==> src/rtl/alu_16_pkg.sv <==
// Shared definitions for the alu_16 datapath: width, serial FSM states, op codes.
package alu_16_pkg;

  localparam int ALU_WIDTH = 16;

  typedef enum logic [1:0] {
    IDLE = 2'd0,
    RUN  = 2'd1,
    DONE = 2'd2
  } state_t;

  localparam logic OP_ADD = 1'b0;
  localparam logic OP_SUB = 1'b1;

endpackage

==> src/rtl/full_adder_cell.sv <==
// Single-bit full adder: z = x ^ y ^ c_in, c_out = majority(x, y, c_in).
module full_adder_cell (
  input  logic x,
  input  logic y,
  input  logic c_in,
  output logic z,
  output logic c_out
);

  // Sum and carry of one bit position.
  always_comb begin
    z     = x ^ y ^ c_in;
    c_out = (x & y) | (x & c_in) | (y & c_in);
  end

endmodule

==> src/rtl/serial_adder_16.sv <==
// Bit-serial adder/subtractor, LSB first, one bit per clock through a single
// full_adder_cell. Start/done handshake; result and flags latched on the last
// bit step. Optional feature macro: SERIAL_ADDER_FLAGS_EN enables the ovf and
// zero flags; without it both are tied to 0.
module serial_adder_16
  import alu_16_pkg::*;
#(
  parameter int WIDTH = ALU_WIDTH
) (
  input  logic             clk,
  input  logic             rst_n,
  input  logic             start,
  input  logic             sub,
  input  logic [WIDTH-1:0] x,
  input  logic [WIDTH-1:0] y,
  output logic             busy,
  output logic             done,
  output logic [WIDTH-1:0] z,
  output logic             c_out,
  output logic             ovf,
  output logic             zero
);

  localparam int CNT_W = $clog2(WIDTH + 1);

  state_t             state_q;
  state_t             state_d;
  logic [CNT_W-1:0]   cnt_q;
  logic [WIDTH-1:0]   x_sr;
  logic [WIDTH-1:0]   y_sr;
  logic [WIDTH-1:0]   res_sr;
  logic               carry_q;
  logic               fa_z;
  logic               fa_cout;
  logic               accept;
  logic               last_step;
  logic [WIDTH-1:0]   res_final;

  full_adder_cell u_fa (
    .x     (x_sr[0]),
    .y     (y_sr[0]),
    .c_in  (carry_q),
    .z     (fa_z),
    .c_out (fa_cout)
  );

  // Accept/step decode; res_final is the complete result as seen on the last step.
  always_comb begin
    accept    = start && (state_q != RUN);
    last_step = (state_q == RUN) && (cnt_q == CNT_W'(WIDTH - 1));
    res_final = {fa_z, res_sr[WIDTH-1:1]};
  end

  // FSM state register.
  always_ff @(posedge clk) begin
    if (!rst_n) state_q <= IDLE;
    else        state_q <= state_d;
  end

  // FSM next-state logic; start is ignored while RUN.
  always_comb begin
    state_d = state_q;
    case (state_q)
      IDLE:    if (start) state_d = RUN;
      RUN:     if (last_step) state_d = DONE;
      DONE:    state_d = start ? RUN : IDLE;
      default: state_d = IDLE;
    endcase
  end

  // FSM outputs.
  always_comb begin
    busy = (state_q == RUN);
    done = (state_q == DONE);
  end

  // Operand capture and one bit step per RUN cycle; subtract is x + ~y + 1.
  always_ff @(posedge clk) begin
    if (!rst_n) begin
      x_sr    <= '0;
      y_sr    <= '0;
      res_sr  <= '0;
      carry_q <= 1'b0;
      cnt_q   <= '0;
    end else if (accept) begin
      x_sr    <= x;
      y_sr    <= y ^ {WIDTH{sub}};
      res_sr  <= '0;
      carry_q <= sub;
      cnt_q   <= '0;
    end else if (state_q == RUN) begin
      x_sr    <= x_sr >> 1;
      y_sr    <= y_sr >> 1;
      res_sr  <= res_final;
      carry_q <= fa_cout;
      cnt_q   <= cnt_q + CNT_W'(1);
    end
  end

  // Result and carry-out latch; holds until the next operation completes.
  always_ff @(posedge clk) begin
    if (!rst_n) begin
      z     <= '0;
      c_out <= 1'b0;
    end else if (last_step) begin
      z     <= res_final;
      c_out <= fa_cout;
    end
  end

`ifdef SERIAL_ADDER_FLAGS_EN
  // Flag latch: on the last step carry_q still holds the previous cycle's
  // carry, i.e. the carry into the MSB, so ovf compares it with the carry out.
  always_ff @(posedge clk) begin
    if (!rst_n) begin
      ovf  <= 1'b0;
      zero <= 1'b0;
    end else if (last_step) begin
      ovf  <= carry_q ^ fa_cout;
      zero <= (res_final == '0);
    end
  end
`else
  // Flags not built: tied low.
  always_comb begin
    ovf  = 1'b0;
    zero = 1'b0;
  end
`endif

endmodule

==> config.mk <==
export PLATFORM = sky130hd
export DESIGN_NAME = serial_adder_16
export DESIGN_NICKNAME = d
export VERILOG_FILES = /design/src/rtl/alu_16_pkg.sv /design/src/rtl/full_adder_cell.sv /design/src/rtl/serial_adder_16.sv
export SDC_FILE = /design/constraint.sdc
export NUM_CORES = 1
export LEC_CHECK = 0
export BUFFER_PORTS_ARGS = -buffer_cell sky130_fd_sc_hd__buf_4
export CORE_UTILIZATION = 59
export DETAILED_ROUTE_END_ITERATION = 16
export PLACE_DENSITY = 0.93
export SYNTH_ARGS = -nofsm -noshare
export SYNTH_HDL_FRONTEND = slang
export SYNTH_SLANG_ARGS = --single-unit
==> constraint.sdc <==
create_clock -name clk -period 2.4 [get_ports clk]
set_input_delay 0.24 -clock clk [delete_from_list [all_inputs] [get_ports clk]]
set_output_delay 0.24 -clock clk [all_outputs]
set_load 0.1 [all_outputs]
Yosys cells after proc, flatten, opt, wreduce, memory -nomap -nowiden. Cells that the tools add are included.

Input bits: 36. Output and inout port bits: 21. Flip-flop bits (word level): 73. Word-level logic and storage cells: 40.

Reductions and logical operators: 6. Multiplexer cells: 10. Equal/unequal tests: 6. Bitwise gates (word level): 9. Add/sub/neg operators: 1.

Operators with widths (count): $mux 16 (4); $xor 16x16->16 (1); $pmux 2 s3 (1); $add 5x1->5 const B (1); $eq 5x4->1 const B (1); $mux 2 (2); $ne 2x1->1 const B (2); $and 1x1->1 (3); $mux 1 (3); $eq 2x1->1 const B (1); $eq 2x2->1 const B (1); $logic_and 1x1->1 (2); $logic_not 2->1 (1); $ne 2x2->1 const B (1); $or 1x1->1 (2); $reduce_and 2->1 (1); $reduce_bool 2->1 (1); $reduce_or 2->1 (1); $xor 1x1->1 (2); $not 1->1 (1).

Logic depth before layout (Yosys ltp). Gate-level depths: netlist (run 1).

Depth in word-level cells: 5. Mapped depth: 7. Mapped depth without buffers: 6.

Modules after synthesis. Synthesis (run 1) repeated with hierarchy kept, for this count alone.

Cells, all modules: 327. Area total of the unflattened synthesis: 3094.2 um^2.

Modules (own cells, without submodules): serial_adder_16 (area each 3074.2 um^2, cells each 326, instances 1, seq. area each 1441.4 um^2); full_adder_cell (area each 20.0 um^2, cells each 1, instances 1, seq. area each 0.0 um^2).

Worst setup path after synthesis (run 1). OpenSTA, ideal clock, no wires.

Path type: flip-flop to output port. From: reg state_q[1]. To: out done. Stages on the path, launching flop included: 2. Required time: 2.160 ns. Buffers on the path: 0. Path slack: 0.496 ns. Arrival time: 1.664 ns. Path through: dfxtp_1 nor2b_1.

Cells in the longest elaborated chain, start to end: 1.

Ends and longest elaborated chain: start, declared (RTL line serial_adder_16.sv:26) `state_t state_q;`; start signal, assigned (RTL line serial_adder_16.sv:57) `else state_q <= state_d;`; $eq 2x2->1 (RTL line serial_adder_16.sv:74) `done = (state_q == DONE);`; end, declared (RTL line serial_adder_16.sv:17) `output logic done,`.

Every way passes these cells.

Worst setup path after layout (run 1).
From: reg state_q[1]. To: out busy.

Cells in the longest elaborated chain, start to end: 1.

Ends and longest elaborated chain: $eq 2x1->1 (RTL line serial_adder_16.sv:73) `busy = (state_q == RUN);`; end, declared (RTL line serial_adder_16.sv:16) `output logic busy,`.

Every way passes these cells.

==> impl_results.md, run 1 <==
* Fmax at 0.545 GHz
* CP Buf/Inv Count at 2
* Leakage at 1.71 nW
* Worst Hold Class: input pin to flip-flop
* CP peak stage delay at 0.34 ns
* Data arrival time of the critical path at between 1.5 and 2 ns
* Final setup vio count at 0
* Die Y-Extent at approximately 74 microns
* Syn avg cell area at 9.47 sq um
* Sink Count at 72
* Core area at 5070 sq um
* Post-synthesis sequential area ratio at 0.465
* Die Width at 74.4 microns
* Psw at 684 uW
* Most common cell after layout, fill and taps aside: dfxtp_1
* Worst Setup Start Kind: flip-flop
* Synth top area cells: dfxtp_1 47%, nand2_1 7.8%, mux2i_1 5.5%
* Total track usage at 0.244
* Commonest cells after routing, fill and taps aside: 72 x dfxtp_1, 64 x nand2_1, 60 x buf_4
* Synth warn at 0
* Vias in the first global route at 2,244
* Worst endpoint required time at 2.16 ns
* Power Internal at around 1.9 mW
* Leading area contributor after synthesis: dfxtp_1
* Flop pwr share at 0.497
* Switching share of total power at 0.264
* CTS Root Cell: clkbuf_8
* Synth cell types at 36
* Pin count of the biggest net entering global routing at 53
* Rows at 26
* Hold_sp: x[15]
* Multi-input gate area at between 1000 and 1500 sq um
* Fin crit share at 0.764
* Largest fanout on the critical path at 17
* Routability cong. at 0.735
* Setup crit start: state_q[1]$_SDFFE_PN0P_
* First-pass GRT wire length at 10.2 mm
* Final-layout fill cell count at 383
* Full die area at 5540 sq um
* Total CTS buffers at 9
* Post-synth top area share at 0.465
* # diodes at 0
* Final Hold Vio Count at 0
* Cells after Synth at 327
* Met3 wire length at roughly 270 microns
* Post-CTS setup buffers at 0
* Via/cell ratio at 5.51
* Peak VDD IR at 0.435 mV
* Setup TNS Final at 0 ns
* Post-route setup slack at 0.567 ns
* H-tree level count at 3
* Post-placement setup slack at around 0.79 ns
* DR DRC count at 0
* Starting DRT DRC Count at 131
* Synthesized flop and latch total at 72
* Share of cells above drive strength 1 at 0.261
* PwrDens at 708 nW/um^2
* Remaining Overflow, GRT at 0
* Layout area overhead at 18.0%
* Max cap viols at 0
* Status: completed
* PortBufs at 54
* Reg2reg start: cnt_q[0]$_SDFFE_PP0P_
* Clock power share at 0.378
* Final #Nets at a little over 400
* Worst-path clk slew at 0.08 ns
* DR vias at 2,434
* Max-slew violations at 0
* Worst path top cell family by delay: buffers and inverters
* Gate power share at 0.125
* Hold-fix buffers at CTS at 0
* Skew-Pair Late Insertion Delay at 0.35 ns
* CTS tree: yes
* Post-cts sizing count at 0
* Netlist Area Pre-Place at around 3100 sq um
* ANT nets after route at 0
* Met2 WL post-DR at 3.24 mm
* Met1 wire length at 2.67 mm
* Skew final at 0.0103 ns
* Final wirelength at 6.33 mm
* Initial Util at 0.610
* Power, Total at around 2.6 mW
* Sequence of cells on the critical path: nand2b_2, inv_4, buf_4
* Register Area at 1440 sq um
* Drt first pass iters at 4
* WL per Instance at 14.3 microns
* DP Wirelength at around 4.1 mm
* Ports at 57
* CP Capture Type: primary output
* Initial antenna violation count at 0
* Final min period at 1.83 ns
* Critical path class: flip-flop to primary output
* Max layer used: met4
* RSZ-0062 raised after global routing: no
* Clock Tree Buf Depth at 2
* CP max stage cell: nand2b_2
final timing paths:
check | end | slack, ns | cells after the start
hold reg to reg | y_sr[9]$_SDFFE_PN0P_ | 0.46 | 2
setup reg to reg | z[15]$_SDFFE_PN0P_ | 0.75 | 6
hold / removal | x_sr[15]$_SDFFE_PN0P_ | 0.18 | 3
setup / recovery | busy | 0.57 | 3
power by group through the flow:
stage / combinational, mW / clock (mW) / sequential (mW)
after global placement: 0.309 / 0 / 1.31
final: 0.324 / 0.976 / 1.29
after CTS: 0.325 / 0.991 / 1.28
after detailed placement: 0.321 / 0 / 1.31
after floorplan: 0.246 / 0 / 1.30
after global routing: 0.354 / 1.04 / 1.29
final cells by class:
type                       instances  share of cell area
multi-input combinational        220               0.397
sequential                        72               0.395
timing repair buffer              60               0.123
clock buffer                      10              0.0377
tap                               70              0.0240
clock inverter                     6              0.0185
inverter                           4             0.00479
logic make-up after synthesis:
| logic type | synth area share |
|---|---|
| adder cells (fa/ha/maj) | 0.0145 |
| AO/OA/AOI/OAI | 0.187 |
| AND/OR/NAND/NOR | 0.158 |
| other | 0.00121 |
| multiplexers | 0.0549 |
| XOR/XNOR | 0.0509 |
| flip-flops | 0.465 |
| buffers and inverters | 0.0679 |
per-stage QoR:
| stage | hold WS [ns] | utilization | cells | instance area [sq um] |
|---|---|---|---|---|
| 2_1_floorplan | 0.387 | - | 328 | 3100 |
| 3_3_place_gp | 0.436 | 0.679 | 426 | 3450 |
| 3_5_place_dp | 0.443 | 0.679 | 426 | 3450 |
| 4_1_cts | 0.175 | 0.720 | 442 | 3650 |
| 5_1_grt | 0.193 | 0.720 | 442 | 3650 |
| 6_report | 0.181 | 0.720 | 442 | 3650 |
routing by layer:
metal,GRT usage,vias up
met4,0.126,0
li1,-,1206
met5,0,-
met2,0.417,70
met1,0.293,1140
met3,0.0447,18
tightest hold or removal path: cells and delay by family:
kind | cells | cell delay, ns
simple gates | 1 | 0.08
mux | 1 | 0.08
buf+inv | 1 | 0.08
state kept, by name, indices dropped and copies added, names as in the netlist:
| name | count |
|---|---|
| cnt_q | 5 |
| c_out | 1 |
| x_sr | 16 |
| z | 16 |
| state_q | 2 |
| y_sr | 16 |
| res_sr | 15 |
| carry_q | 1 |
Yosys cell counts:
cell and n:
a211oi_1 1, a211oi_2 1, a21boi_0 1, a21boi_2 1
a21oi_1 17, a22o_1 16, and2_1 1, and3_1 1
and3_4 1, buf_2 13, buf_4 5, buf_6 5
clkbuf_1 9, clkinv_1 1, conb_1 1, dfxtp_1 72
fa_1 1, ha_1 2, inv_1 2, inv_4 1
mux2i_1 17, nand2_1 64, nand2b_1 1, nand3_1 17
nand3b_1 1, nor2_1 5, nor2b_1 1, o2111ai_1 15
o211a_1 16, o21ai_0 2, o21ai_2 1, o22ai_1 1
or2_2 15, or3_1 1, xnor2_1 2, xor2_1 16
(Power assumes the default switching activity.)
==> run 2: changes to the inputs <==
Settings changed: CORE_UTILIZATION 59 to 55, PLACE_DENSITY 0.93 to 0.88.
Clock period 2.4 ns to 1.7 ns, I/O delays scaled along.
==> impl_results.md, run 2 (synthesis gave the netlist of run 1 again) <==
* Status: completed
* Worst endpoint required time at 1.95 ns (-0.21 ns)
* Full die area at 5930 sq um (+7.1%)
* Fmax at 0.614 GHz
* Worst-path clk slew at 0.08 ns (about the same)
* Final setup vio count at 0 (unchanged)
* ANT nets after route at 0 (unchanged)
* Vias in the first global route at 2,258 (+0.62%)
* PwrDens at 959 nW/um^2 (+36%)
* Max-slew violations at 0 (unchanged)
* DP Wirelength at 3.99 mm (-2.7%)
* Placed insts at 429 (+0.70%)
* Leakage at 1.73 nW (+1.4%)
* Worst Hold Class: input pin to flip-flop
* CTS tree: yes
* CP max stage cell: dfxtp_1
* Via/cell ratio at 5.47 (-0.71%)
* Sequence of cells on the critical path: ha_1, and3_1, ha_1, buf_4, and3_4, a22o_1
* CP peak stage delay at 0.35 ns (about the same)
* Setup TNS Final at 0 ns (unchanged)
* Most used cell, CP: ha_1
* Final wirelength at 6.10 mm (-3.6%)
* First-pass GRT wire length at 9.97 mm (-2.6%)
* Reg2reg setup slack at 0.07 ns (-0.68 ns)
* # diodes at 0 (unchanged)
* PortBufs at 54 (unchanged)
* RSZ-0062 raised after global routing: no
* Most common cell after layout, fill and taps aside: dfxtp_1
* CP Capture Type: flip-flop
* Drt first pass iters at 4 (unchanged)
* Starting DRT DRC Count at 110 (-16%)
* Clock Tree Buf Depth at 2 (unchanged)
* Die Width at 77.0 microns (+3.5%)
* Total track usage at 0.216 (-0.0284)
* Layout area overhead at 19.0%
* Hold-fix buffers at CTS at 0 (unchanged)
* Pin count of the biggest net entering global routing at 39 (-26%)
* Rows at 26 (unchanged)
* Reg2Reg Depth at 6 (unchanged)
* Initial antenna violation count at 0 (unchanged)
* Initial Util at 0.588 (-0.0226)
* H-tree level count at 3 (unchanged)
* Commonest cells after routing, fill and taps aside: 72 x dfxtp_1, 64 x nand2_1, 64 x buf_4
* Register Area at 1440 sq um (unchanged)
* Max cap viols at 0 (unchanged)
* Total CTS buffers at 9 (unchanged)
* DR vias at 2,444 (+0.41%)
* Sink Count at 72 (unchanged)
* Data arrival time of the critical path at 1.88 ns (+0.29 ns)
* Peak VDD IR at 0.850 mV (+95%)
* Core area at 5270 sq um (+3.8%)
* Crit path depth at 6 (+3)
* WHS Path Cells at 3 (unchanged)
* CP Buf/Inv Count at 1 (-1)
* Worst path top cell family by delay: adder cells
* Final Hold Vio Count at 0 (unchanged)
* Worst Setup Start Kind: flip-flop
* WL per Instance at 13.6 microns (-4.7%)
* Biggest regs: x_sr: 16 flops, y_sr: 16 flops, z: 16 flops
* Final #Nets at 411 (+1.2%)
* Ports at 57 (unchanged)
* Share of cells above drive strength 1 at 0.273 (+0.0125)
* Die Y-Extent at 77.0 microns (+3.5%)
* Routability cong. at 0.745 (+1.3%)
* Final min period at between 1.5 and 2 ns
* Skew-Pair Late Insertion Delay at 0.35 ns (about the same)
* CTS Root Cell: clkbuf_8
* Skew final at 0.00850 ns (-0.00179 ns)
* Fin crit share at 0.958
* Critical path class: flip-flop to flip-flop
* Remaining Overflow, GRT at 0 (unchanged)
* Final-layout fill cell count at 425 (+11%)
* Multi-input gate area at 1460 sq um (+0.69%)
* Fin cells at 447 (+1.1%)
* DR DRC count at 0 (unchanged)
* Largest fanout on the critical path at 17 (unchanged)
-- run 2: final timing paths --
path,startpoint,end
worst max-delay path,cnt_q[0]$_SDFFE_PP0P_,z[13]$_SDFFE_PN0P_
worst min-delay path,x[15],x_sr[15]$_SDFFE_PN0P_
worst max register to register,cnt_q[0]$_SDFFE_PP0P_,z[13]$_SDFFE_PN0P_
worst min register to register,y_sr[11]$_SDFFE_PN0P_,y_sr[10]$_SDFFE_PN0P_
-- run 2: metrics by stage --
stage	power, mW	util	setup slack (ns)	instance area (sq um)	hold WS [ns]
3_5_place_dp	2.31	0.659	-0.0918	3470	0.441
6_report	3.53	0.699	0.0706	3690	0.0844
2_1_floorplan	2.18	-	0.113	3100	0.317
5_1_grt	3.70	0.699	0.00820	3690	0.0795
4_1_cts	3.57	0.696	0.0125	3670	0.0731
3_3_place_gp	2.29	0.659	-0.0327	3470	0.407
-- run 2: what timing repair did --
action	4_1_cts	5_1_grt
setup buffers	0	2
gates resized for setup	1	1
endpoints found under the setup margin	16	7
pin swaps	0	1
-- run 2: worst reg2reg max path: cells and delay by family, from the launching register on --
family | cells | cell delay, ns
DFF | 1 | 0.35
buffers and inverters | 1 | 0.16
AOI/OAI and AO/OA | 1 | 0.19
and+or+nand+nor | 2 | 0.38
adders and majority gates | 2 | 0.44
-- run 2: power by group --
group / internal, mW / switching [mW]
logic: 0.206 / 0.263
clock network: 0.559 / 0.698
registers: 1.77 / 0.0435
total: 2.53 / 1.00
-- run 2: layer usage --
layer,vias to the layer above,part of all wire,global-route usage
li1,1222,-,-
met1,1153,0.41,0.244
met2,63,0.52,0.372
met3,6,0.058,0.0821
met4,0,0.012,0.0717
met5,-,0,0
-- run 2: cell type report --
class	count	area share
clock buffers	9	0.0336
multi-input cells	220	0.396
well taps	70	0.0238
flip-flops and latches	72	0.391
repair buffers	65	0.133
clock inverters	7	0.0170
inverters	4	0.00475
==> run 3: changes to the inputs <==
Settings changed: ABC_AREA set to 1.
==> impl_results.md, run 3 <==
* Worst endpoint required time at 1.53 ns (-0.42 ns)
* Met2 WL post-DR at 3.11 mm (-0.92%)
* Layout area overhead at 19.9%
* Via/cell ratio at 5.02 (-8.2%)
* Post-route setup slack at 0.132 ns (+0.0617 ns)
* Reg2reg setup slack at 0.18 ns (+0.11 ns)
* Reg2reg start: cnt_q[0]$_SDFFE_PP0P_
* Skew-Pair Late Insertion Delay at 0.35 ns (about the same)
* Cells after Synth at 453 (+39%)
* Max layer used: met4
* Setup crit start: state_q[0]$_SDFFE_PN0P_
* RSZ-0062 raised after global routing: no
* Total CTS buffers at 9 (unchanged)
* CTS tree: yes
* Design area at 3830 sq um (+3.9%)
* CP Capture Type: primary output
* Final #Nets at 536 (+30%)
* Remaining Overflow, GRT at 0 (unchanged)
* Worst-path clk slew at 0.07 ns (about the same)
* Syn avg cell area at 7.05 sq um (-26%)
* Critical path class: flip-flop to primary output
* Final min period at 1.57 ns (-0.0617 ns)
* Share of cells above drive strength 1 at 0.173 (-0.0999)
* Final setup vio count at 0 (unchanged)
* Clock Tree Buf Depth at 2 (unchanged)
* Max-slew violations at 0 (unchanged)
* Commonest cells after routing, fill and taps aside: 140 x nand2_1, 82 x nand3_1, 72 x dfxtp_1, 62 x buf_4, 52 x nor2_1
* Slew margin rel. at 0.653
* Leading area contributor after synthesis: dfxtp_1
* Max cap viols at 0 (unchanged)
* Sink Count at 72 (unchanged)
* Largest family of logic cells by synthesized area: simple AND/OR/NAND/NOR gates
* Fin crit share at 0.922 (-0.0363)
* Fin util at 0.691 (-0.00837)
* Slew @ Worst Pin at 0.517 ns
* Switching share of total power at 0.251 (-0.0333)
* PwrDens at 985 nW/um^2 (+2.7%)
* Rows at 27 (+3.8%)
* Synth cell types at 23 (-36%)
* Drt first pass iters at 4 (unchanged)
* DR vias at 2,881 (+18%)
* DP Wirelength at 4.14 mm (+3.8%)
* CTS Root Cell: clkbuf_8
* First-pass GRT wire length at 10.8 mm (+8.0%)
* Reg2Reg Depth at 6 (unchanged)
* Gate power share at 0.119 (-0.013)
* Fmax at 0.638 GHz (+3.9%)
* Pin count of the biggest net entering global routing at 37 (-5.1%)
* ANT nets after route at 0 (unchanged)
* Die Y-Extent at 78.2 microns (+1.5%)
* Initial Util at 0.577 (-0.0110)
* Psw at 945 uW (-5.8%)
* Power Internal at 2.83 mW (+12%)
* Post-synth top area share at 0.451 (-0.0142)
* Core area at 5540 sq um (+5.1%)
* Full die area at 6120 sq um (+3.1%)
* Ys flop type: dfxtp_1
* H-tree level count at 3 (unchanged)
* Hold-fix buffers at CTS at 0 (unchanged)
* Starting DRT DRC Count at 143 (+30%)
* DP Area at 3590 sq um (+3.5%)
* DR DRC count at 0 (unchanged)
* Synth top area cells: dfxtp_1 45%, nand2_1 16%, nand3_1 13%
* WL per Instance at 11.0 microns (-19%)
* Fin cells at 574 (+28%)
* Die Width at 78.2 microns (+1.5%)
* Netlist Area Pre-Place at 3190 sq um (+3.2%)
* Post-placement setup slack at 0.193 ns (+0.285 ns)
* Synthesized flop and latch total at 72 (unchanged)
* Skew final at 0.00543 ns (-0.00306 ns)
* Clock power share at 0.409 (+0.054)
* Synth warn at 0 (unchanged)
* Peak VDD IR at 0.674 mV (-21%)
* Number of flops mapped to enable cells by yosys at 0 (unchanged)
* # diodes at 0 (unchanged)
* Total track usage at 0.227 (+0.0112)
* Initial antenna violation count at 0 (unchanged)
* Vias in the first global route at 2,592 (+15%)
* Setup TNS Final at 0 ns (unchanged)
* Most common cell after layout, fill and taps aside: nand2_1
* Met3 wire length at 281 microns (-20%)
* Data arrival time of the critical path at 1.40 ns (-0.48 ns)
* Flop pwr share at 0.472 (-0.040)
* Final wirelength at 6.34 mm (+3.9%)
* XOR/XNOR Fraction of Synth Area at 0.0439 (-0.00704)
* Routability cong. at 0.761 (+2.3%)
* Post-synthesis sequential area ratio at 0.451 (-0.0142)
* Worst Hold Class: input pin to flip-flop
* Status: completed
* Worst Setup Start Kind: flip-flop
* Count leader, synth: nand2_1
* Largest fanout on the critical path at 14 (-3)
* Compound-Gate Fraction of Synth Area at 0.0353 (-0.152)
* Asr flop ratio synth at 0 (unchanged)
* Placed insts at 558 (+30%)
* Reg2Reg Capture Point: z[0]$_SDFFE_PN0P_
* Final Hold Vio Count at 0 (unchanged)
* Post-Synth Adder-Cell Area at 0.0141 (-0.000444)
* Critical Path End: busy
* Biggest regs: x_sr: 16 flops, y_sr: 16 flops, z: 16 flops
* Ports at 57 (unchanged)
* Met1 wire length at 2.82 mm (+11%)
* Leakage at 1.84 nW (+6.2%)
* Post-synthesis simple-gate area fraction at 0.371 (+0.213)
* Post-synthesis mux area share at 0 (-0.0549)
* PortBufs at 54 (unchanged)
* Synth cell count leaders: 140 x nand2_1, 82 x nand3_1, 72 x dfxtp_1, 53 x nor2_1, 23 x inv_1
==> run 3: cell count changes after synthesis, sizes merged, moves of 15 or more <==
| cell | previous run | this run |
|---|---|---|
| a22o | 16 | 0 |
| inv | 3 | 25 |
| mux2i | 17 | 0 |
| nand2 | 64 | 143 |
| nand3 | 17 | 82 |
| nor2 | 5 | 54 |
| o2111ai | 15 | 0 |
| o211a | 16 | 0 |
==> run 3: metrics by stage <==
step                      total power [mW]  hold WS [ns]
final                                 3.77        0.0706
after CTS                             3.80        0.0678
after detailed placement              2.27         0.446
after global placement                2.25         0.437
after floorplan                       2.15         0.313
after global routing                  3.94        0.0828
==> run 3: cells by family (layout without fill, tap and decap cells) <==
kind of cell	count (synthesis)	after routing
AOI/OAI and AO/OA	22	22
xor gates and xnor gates	16	16
adders and majority gates	3	3
buffers and inverters	57	105
DFF	72	72
other	1	2
and+or+nand+nor	282	282
==> run 3: worst min-delay path by stage <==
stage | startpoint | end | slack, ns | depth (start not counted)
2_1_floorplan | x[15] | x_sr[15]$_SDFFE_PN0P_ | 0.31 | 2
3_3_place_gp | x[15] | x_sr[15]$_SDFFE_PN0P_ | 0.44 | 3
3_5_place_dp | x[15] | x_sr[15]$_SDFFE_PN0P_ | 0.45 | 3
4_1_cts | x[15] | x_sr[15]$_SDFFE_PN0P_ | 0.07 | 3
5_1_grt | x[15] | x_sr[15]$_SDFFE_PN0P_ | 0.08 | 3
6_report | x[15] | x_sr[15]$_SDFFE_PN0P_ | 0.07 | 3
==> run 3: routing by layer <==
layer,global-route usage,vias up
li1,-,1507
met1,0.248,1297
met2,0.396,67
met3,0.0663,10
met4,0.120,0
met5,0,-
==> run 3: area by class of cell <==
class,instances,area (sq um)
Clock buffer,11,151
Inverter,26,97.6
Timing Repair Buffer,63,477
Multi-Input combinational cell,325,1490
Sequential cell,72,1440
Fill cell,470,1710
Tap cell,72,90.1
Clock inverter,5,78.8
==> run 3: worst max-delay path: stages (launching register included) <==
cell and delay, ns:
dfxtp_1 0.41, inv_2 0.06, nor2_4 0.29, buf_6 0.28
==> run 3: power groups by stage <==
stage               logic, mW  clock network [mW]  registers, mW
floorplan               0.336                   0           1.81
global placement        0.438                   0           1.82
detailed placement      0.448                   0           1.82
CTS                     0.452                1.56           1.78
global route            0.505                1.65           1.79
finish                  0.450                1.54           1.78
==> run 3: repair_timing <==
item / CTS / global route
setup endpoints to repair: 0 / 1
resized for setup: 0 / 1
buffers inserted: 0 / 0
